<file path="config.mk">
export PLATFORM = sky130hd
export DESIGN_NAME = fetch_sequencer
export DESIGN_NICKNAME = d
export VERILOG_FILES = /design/src/rtl/fetch_sequencer.sv
export SDC_FILE = /design/constraint.sdc
export NUM_CORES = 1
export LEC_CHECK = 0
export CAP_MARGIN = 20
export CORE_UTILIZATION = 46
export CTS_BUF_LIST = sky130_fd_sc_hd__clkbuf_4
export CTS_CLUSTER_DIAMETER = 60
export CTS_CLUSTER_SIZE = 14
export DETAILED_ROUTE_END_ITERATION = 7
export GPL_ROUTABILITY_DRIVEN = 0
export PLACE_DENSITY = 0.82
export SLEW_MARGIN = 20
export SYNTH_ARGS = -nofsm -noshare
export SYNTH_HDL_FRONTEND = slang
export SYNTH_SLANG_ARGS = --single-unit
export TNS_END_PERCENT = 100
</file>
<file path="constraint.sdc">
create_clock -name clk -period 3.5 [get_ports clk]
set_input_delay 0.7 -clock clk [delete_from_list [all_inputs] [get_ports clk]]
set_output_delay 0.7 -clock clk [all_outputs]
set_load 0.01 [all_outputs]
</file>
<file path="src/rtl/fetch_sequencer.sv">
// fetch_sequencer: owns the mig1 fetch PC and keeps one imem request in flight.
// The returned instruction is buffered for decode; redirects squash stale fetches.
module fetch_sequencer #(
    parameter int unsigned      WIDTH       = 32,
    parameter logic [WIDTH-1:0] RESET_ADDR  = '0,
    parameter int unsigned      INSTR_BYTES = WIDTH / 8
) (
    input  logic             clk,
    input  logic             reset,
    output logic             imem_req_valid,
    input  logic             imem_req_ready,
    output logic [WIDTH-1:0] imem_req_addr,
    input  logic             imem_rsp_valid,
    input  logic [WIDTH-1:0] imem_rsp_data,
    input  logic             redirect_valid,
    input  logic             redirect_is_jump,
    input  logic [WIDTH-1:0] redirect_offset,
    input  logic [WIDTH-1:0] redirect_pc,
    output logic             instr_valid,
    input  logic             instr_ready,
    output logic [WIDTH-1:0] instr,
    output logic [WIDTH-1:0] instr_pc,
    output logic [WIDTH-1:0] fetch_pc
);

    localparam logic [WIDTH-1:0] PC_INC = WIDTH'(INSTR_BYTES);

    typedef enum logic [1:0] {
        FETCH,
        WAIT,
        DROP,
        HOLD
    } state_t;

    state_t           r_state;
    state_t           w_state_nxt;
    logic [WIDTH-1:0] r_pc;
    logic [WIDTH-1:0] w_pc_nxt;
    logic [WIDTH-1:0] r_instr;
    logic [WIDTH-1:0] r_instr_pc;
    logic [WIDTH-1:0] w_target;
    logic             w_capture;

    assign w_target = redirect_is_jump ? redirect_offset
                                       : redirect_pc + redirect_offset;

    // Redirect always retargets the PC; the state only decides what happens
    // to whatever is in flight or buffered.
    always_comb begin
        w_state_nxt = r_state;
        w_pc_nxt    = r_pc;
        w_capture   = 1'b0;
        if (redirect_valid) begin
            w_pc_nxt = w_target;
        end
        unique case (r_state)
            FETCH: begin
                if (imem_req_ready) begin
                    w_state_nxt = redirect_valid ? DROP : WAIT;
                end
            end
            WAIT: begin
                if (redirect_valid) begin
                    w_state_nxt = imem_rsp_valid ? FETCH : DROP;
                end else if (imem_rsp_valid) begin
                    w_capture   = 1'b1;
                    w_pc_nxt    = r_pc + PC_INC;
                    w_state_nxt = HOLD;
                end
            end
            // A response here retires the stale request even if a new
            // redirect arrives in the same cycle.
            DROP: begin
                if (imem_rsp_valid) begin
                    w_state_nxt = FETCH;
                end
            end
            HOLD: begin
                if (redirect_valid || instr_ready) begin
                    w_state_nxt = FETCH;
                end
            end
            default: w_state_nxt = FETCH;
        endcase
    end

    always_ff @(posedge clk) begin
        if (reset) begin
            r_state <= FETCH;
            r_pc    <= RESET_ADDR;
        end else begin
            r_state <= w_state_nxt;
            r_pc    <= w_pc_nxt;
        end
    end

    always_ff @(posedge clk) begin
        if (reset) begin
            r_instr    <= '0;
            r_instr_pc <= '0;
        end else if (w_capture) begin
            r_instr    <= imem_rsp_data;
            r_instr_pc <= r_pc;
        end
    end

    assign imem_req_valid = (r_state == FETCH);
    assign instr_valid    = (r_state == HOLD);
    assign imem_req_addr  = r_pc;
    assign fetch_pc       = r_pc;
    assign instr          = r_instr;
    assign instr_pc       = r_instr_pc;

`ifndef SYNTHESIS
    a_no_stray_rsp: assert property (
        @(posedge clk) disable iff (reset)
        imem_rsp_valid |-> (r_state == WAIT || r_state == DROP)
    );
`endif

endmodule

</file>
==> impl_metrics.json, run 1 <==
{
  "die_area_um2": 13800,
  "path_clk_slew_ps": 150,
  "grt_pass1_vias": 5503,
  "maxCapViolations": 0,
  "final_net_count": 1128,
  "viasPerCell": 5.27,
  "synth-seq-area-share": 0.320,
  "crit_fanout": 3,
  "cts_made_buffers": 9,
  "cp.depth": 13,
  "yosysWarnings": 0,
  "synth_edf_count": 0,
  "cp_top_family": "compound AO/OA/AOI/OAI gates",
  "synthTopCellsByArea": "dfxtp_1 32%, nand2_1 12%, a21oi_1 7.9%, ha_1 6.5%, xnor2_1 4.7%",
  "fin_area_um2": 8540,
  "synth_cell_types": 65,
  "cts_max_level": 3,
  "drt-total-wl_um": 17600,
  "cts_tree": "built",
  "dpl-instance-area_um2": 8420,
  "setup_viol": 0,
  "fin_crit_sh": 0.900,
  "syn_avg_cell_area_um2": 7.65,
  "min_delay_path_depth": 2,
  "antenna_found_initial": 1,
  "core_region_area_um2": 12800,
  "ant_nets": 0,
  "drc": 0,
  "max_slew_margin": 0.557,
  "end_kind": "flop",
  "yosys_register_bits": 98,
  "grt.total_usage": 0.249,
  "tightest_slew_ps": 663,
  "crit_arrival_ps": 3520,
  "setup-tns-final_ps": 0,
  "postCtsSetupRepairBufs": 0,
  "max_freq_mhz": 318,
  "worstRegToRegCells": 8,
  "die_x_um": 117,
  "wire_per_inst_um": 15.0,
  "finClkSkew_ps": 19.6,
  "ctsHoldBuffers": 0,
  "dr.first_iter.drc_count": 523,
  "synthCells": 802,
  "crit_required_ps": 3870,
  "layout-area-overhead-vs-synth_pct": 39.3,
  "synth_area_um2": 6130,
  "grt_pass1_wl_um": 28000,
  "rsz0062_at_grt": "no",
  "grt_overflow": 0,
  "leakage_nw": 3.18,
  "maxSlewViolCount": 0,
  "cp_num_buf_inv": 2,
  "root_buffer": "clkbuf_4",
  "worst_path_max_delay_cell": "clkdlybuf4s50_1",
  "hold_ws_ps": 464,
  "dp_hpwl_um": 13400,
  "crit_chain": "clkdlybuf4s50_1, ha_1, inv_1, fa_1, nand2b_1, a21oi_1, o2111ai_1, nand2_1, a31oi_1, o31ai_1, a311oi_1, xor2_1, a211oi_1",
  "critPathKind": "input pin to flop",
  "grt_max_degree": 65,
  "dp_worst_setup_slack_ps": -143,
  "fin_util": 0.666,
  "syn_nets": 938,
  "cts_resized": 0,
  "setup_slack_ps": 351,
  "rows": 41,
  "synth.top_cell.area_share": 0.320,
  "synth_ff_type": "dfxtp_1",
  "clk_latency_ps": 450,
  "fp.dieH_um": 117,
  "io_pins": 233,
  "ir_worst_vdd_mv": 0.152,
  "min_path_type": "flop to flop",
  "start_kind": "input pin",
  "io_buffers": 232,
  "start_util": 0.478,
  "n_fill_cell": 1118,
  "run_status": "complete, no violations",
  "min_period_ps": 3150,
  "drt_pass1_iterations": 5,
  "finalHoldViolations": 0,
  "cpPeakStageDelay_ps": 480,
  "num_vias": 6159,
  "power.density_nw_per_um2": 305,
  "clk_path_buf_depth": 2,
  "drive_above_1_share": 0.0562,
  "synth_top_cell_by_area": "dfxtp_1",
  "cts.sinks": 98,
  "synth-async-reset-ratio": 0
}
## cells in the mapped netlist (14+ instances only)
library cell and n:
nand2_1 191, o211ai_1 17, nor2_1 48, xnor2_1 33, xor2_1 19, a21o_1 14, clkbuf_1 35, ha_1 32
dfxtp_1 98, a21oi_1 97, o21ai_0 27, buf_4 32
## state kept, by name (all words and copies together), names as in the netlist
name	flops
instr	32
fetch_pc	32
r_state	2
instr_pc	32
## kinds of logic after synthesis
group / count (synthesis) / synth area share
AO/OA/AOI/OAI: 216 / 0.227
XOR/XNOR: 52 / 0.0743
adder cells (fa/ha/maj): 33 / 0.0686
buffers and inverters: 85 / 0.0720
flip-flops: 98 / 0.320
multiplexers: 4 / 0.00653
AND/OR/NAND/NOR: 314 / 0.232
## stage by stage
step,power (mW),std cells
after CTS,2.62,1168
final,2.60,1169
after global routing,2.75,1169
after detailed placement,2.06,1153
after global placement,2.05,1153
after floorplan,1.71,802
## metal layers
metal  track usage  wire (um)
met1         0.344       8090
met2         0.406       8160
met3        0.0271       1070
met4        0.0761        236
met5             0          0
## path summary, 6_finish.rpt
path / startpoint / end / slack [ps]
setup reg to reg: fetch_pc[9]$_SDFF_PP0_ / fetch_pc[25]$_SDFF_PP0_ / 1100
hold reg to reg: instr[24]$_SDFFE_PP0P_ / instr[24]$_SDFFE_PP0P_ / 460
hold / removal: instr[24]$_SDFFE_PP0P_ / instr[24]$_SDFFE_PP0P_ / 460
setup / recovery: redirect_offset[0] / fetch_pc[30]$_SDFF_PP0_ / 350
## worst register-to-register path: cells and delay by family (launching register included)
| family | cells | cell delay (ps) |
|---|---|---|
| AOI/OAI and AO/OA | 1 | 320 |
| xor gates and xnor gates | 1 | 180 |
| DFF | 1 | 540 |
| and+or+nand+nor | 6 | 1260 |
## where the power goes
group	switching, mW	total [mW]	internal (mW)
logic	0.389	0.818	0.429
registers	0.0688	1.23	1.16
clock network	0.406	0.558	0.152
## placed cells by master (no fill, tap or decap), types with 19 or more instances in the layout
cell type	n
clkdlybuf4s50_1	229
nand2_1	191
dfxtp_1	98
a21oi_1	97
nor2_1	47
xnor2_1	33
ha_1	32
o21ai_0	27
buf_4	20
xor2_1	19
## final cells by class
| class | instances | area [um2] | area share |
|---|---|---|---|
| Multi-Input combinational cell | 619 | 3740 | 0.438 |
| Timing Repair Buffer | 252 | 2460 | 0.288 |
| Sequential cell | 98 | 1960 | 0.230 |
| Tap cell | 172 | 215 | 0.0252 |
| Clock buffer | 9 | 67.6 | 0.00791 |
| Clock inverter | 6 | 51.3 | 0.00601 |
| Inverter | 12 | 45.0 | 0.00527 |
| Antenna cell | 1 | 2.50 | 0.000293 |
No activity file was read; power rests on OpenSTA's default activity.
==> run 2: changes to the inputs <==
--- a/config.mk
+++ b/config.mk
@@ -6,6 +6,7 @@
 export NUM_CORES = 1
 export LEC_CHECK = 0
 export CAP_MARGIN = 20
+export CORE_MARGIN = 1
 export CORE_UTILIZATION = 46
 export CTS_BUF_LIST = sky130_fd_sc_hd__clkbuf_4
 export CTS_CLUSTER_DIAMETER = 60
==> results of run 2 <==
Same layout as run 1: the final DEF is identical, and so are final timing and power.
==> run 3: changes to the inputs <==
--- a/config.mk
+++ b/config.mk
@@ -14,7 +14,7 @@
 export DETAILED_ROUTE_END_ITERATION = 7
 export GPL_ROUTABILITY_DRIVEN = 0
 export PLACE_DENSITY = 0.82
-export SLEW_MARGIN = 20
+export SETUP_SLACK_MARGIN = 0.05
 export SYNTH_ARGS = -nofsm -noshare
 export SYNTH_HDL_FRONTEND = slang
 export SYNTH_SLANG_ARGS = --single-unit
==> results of run 3 <==
Same layout as run 1: the final DEF is identical, and so are final timing and power.
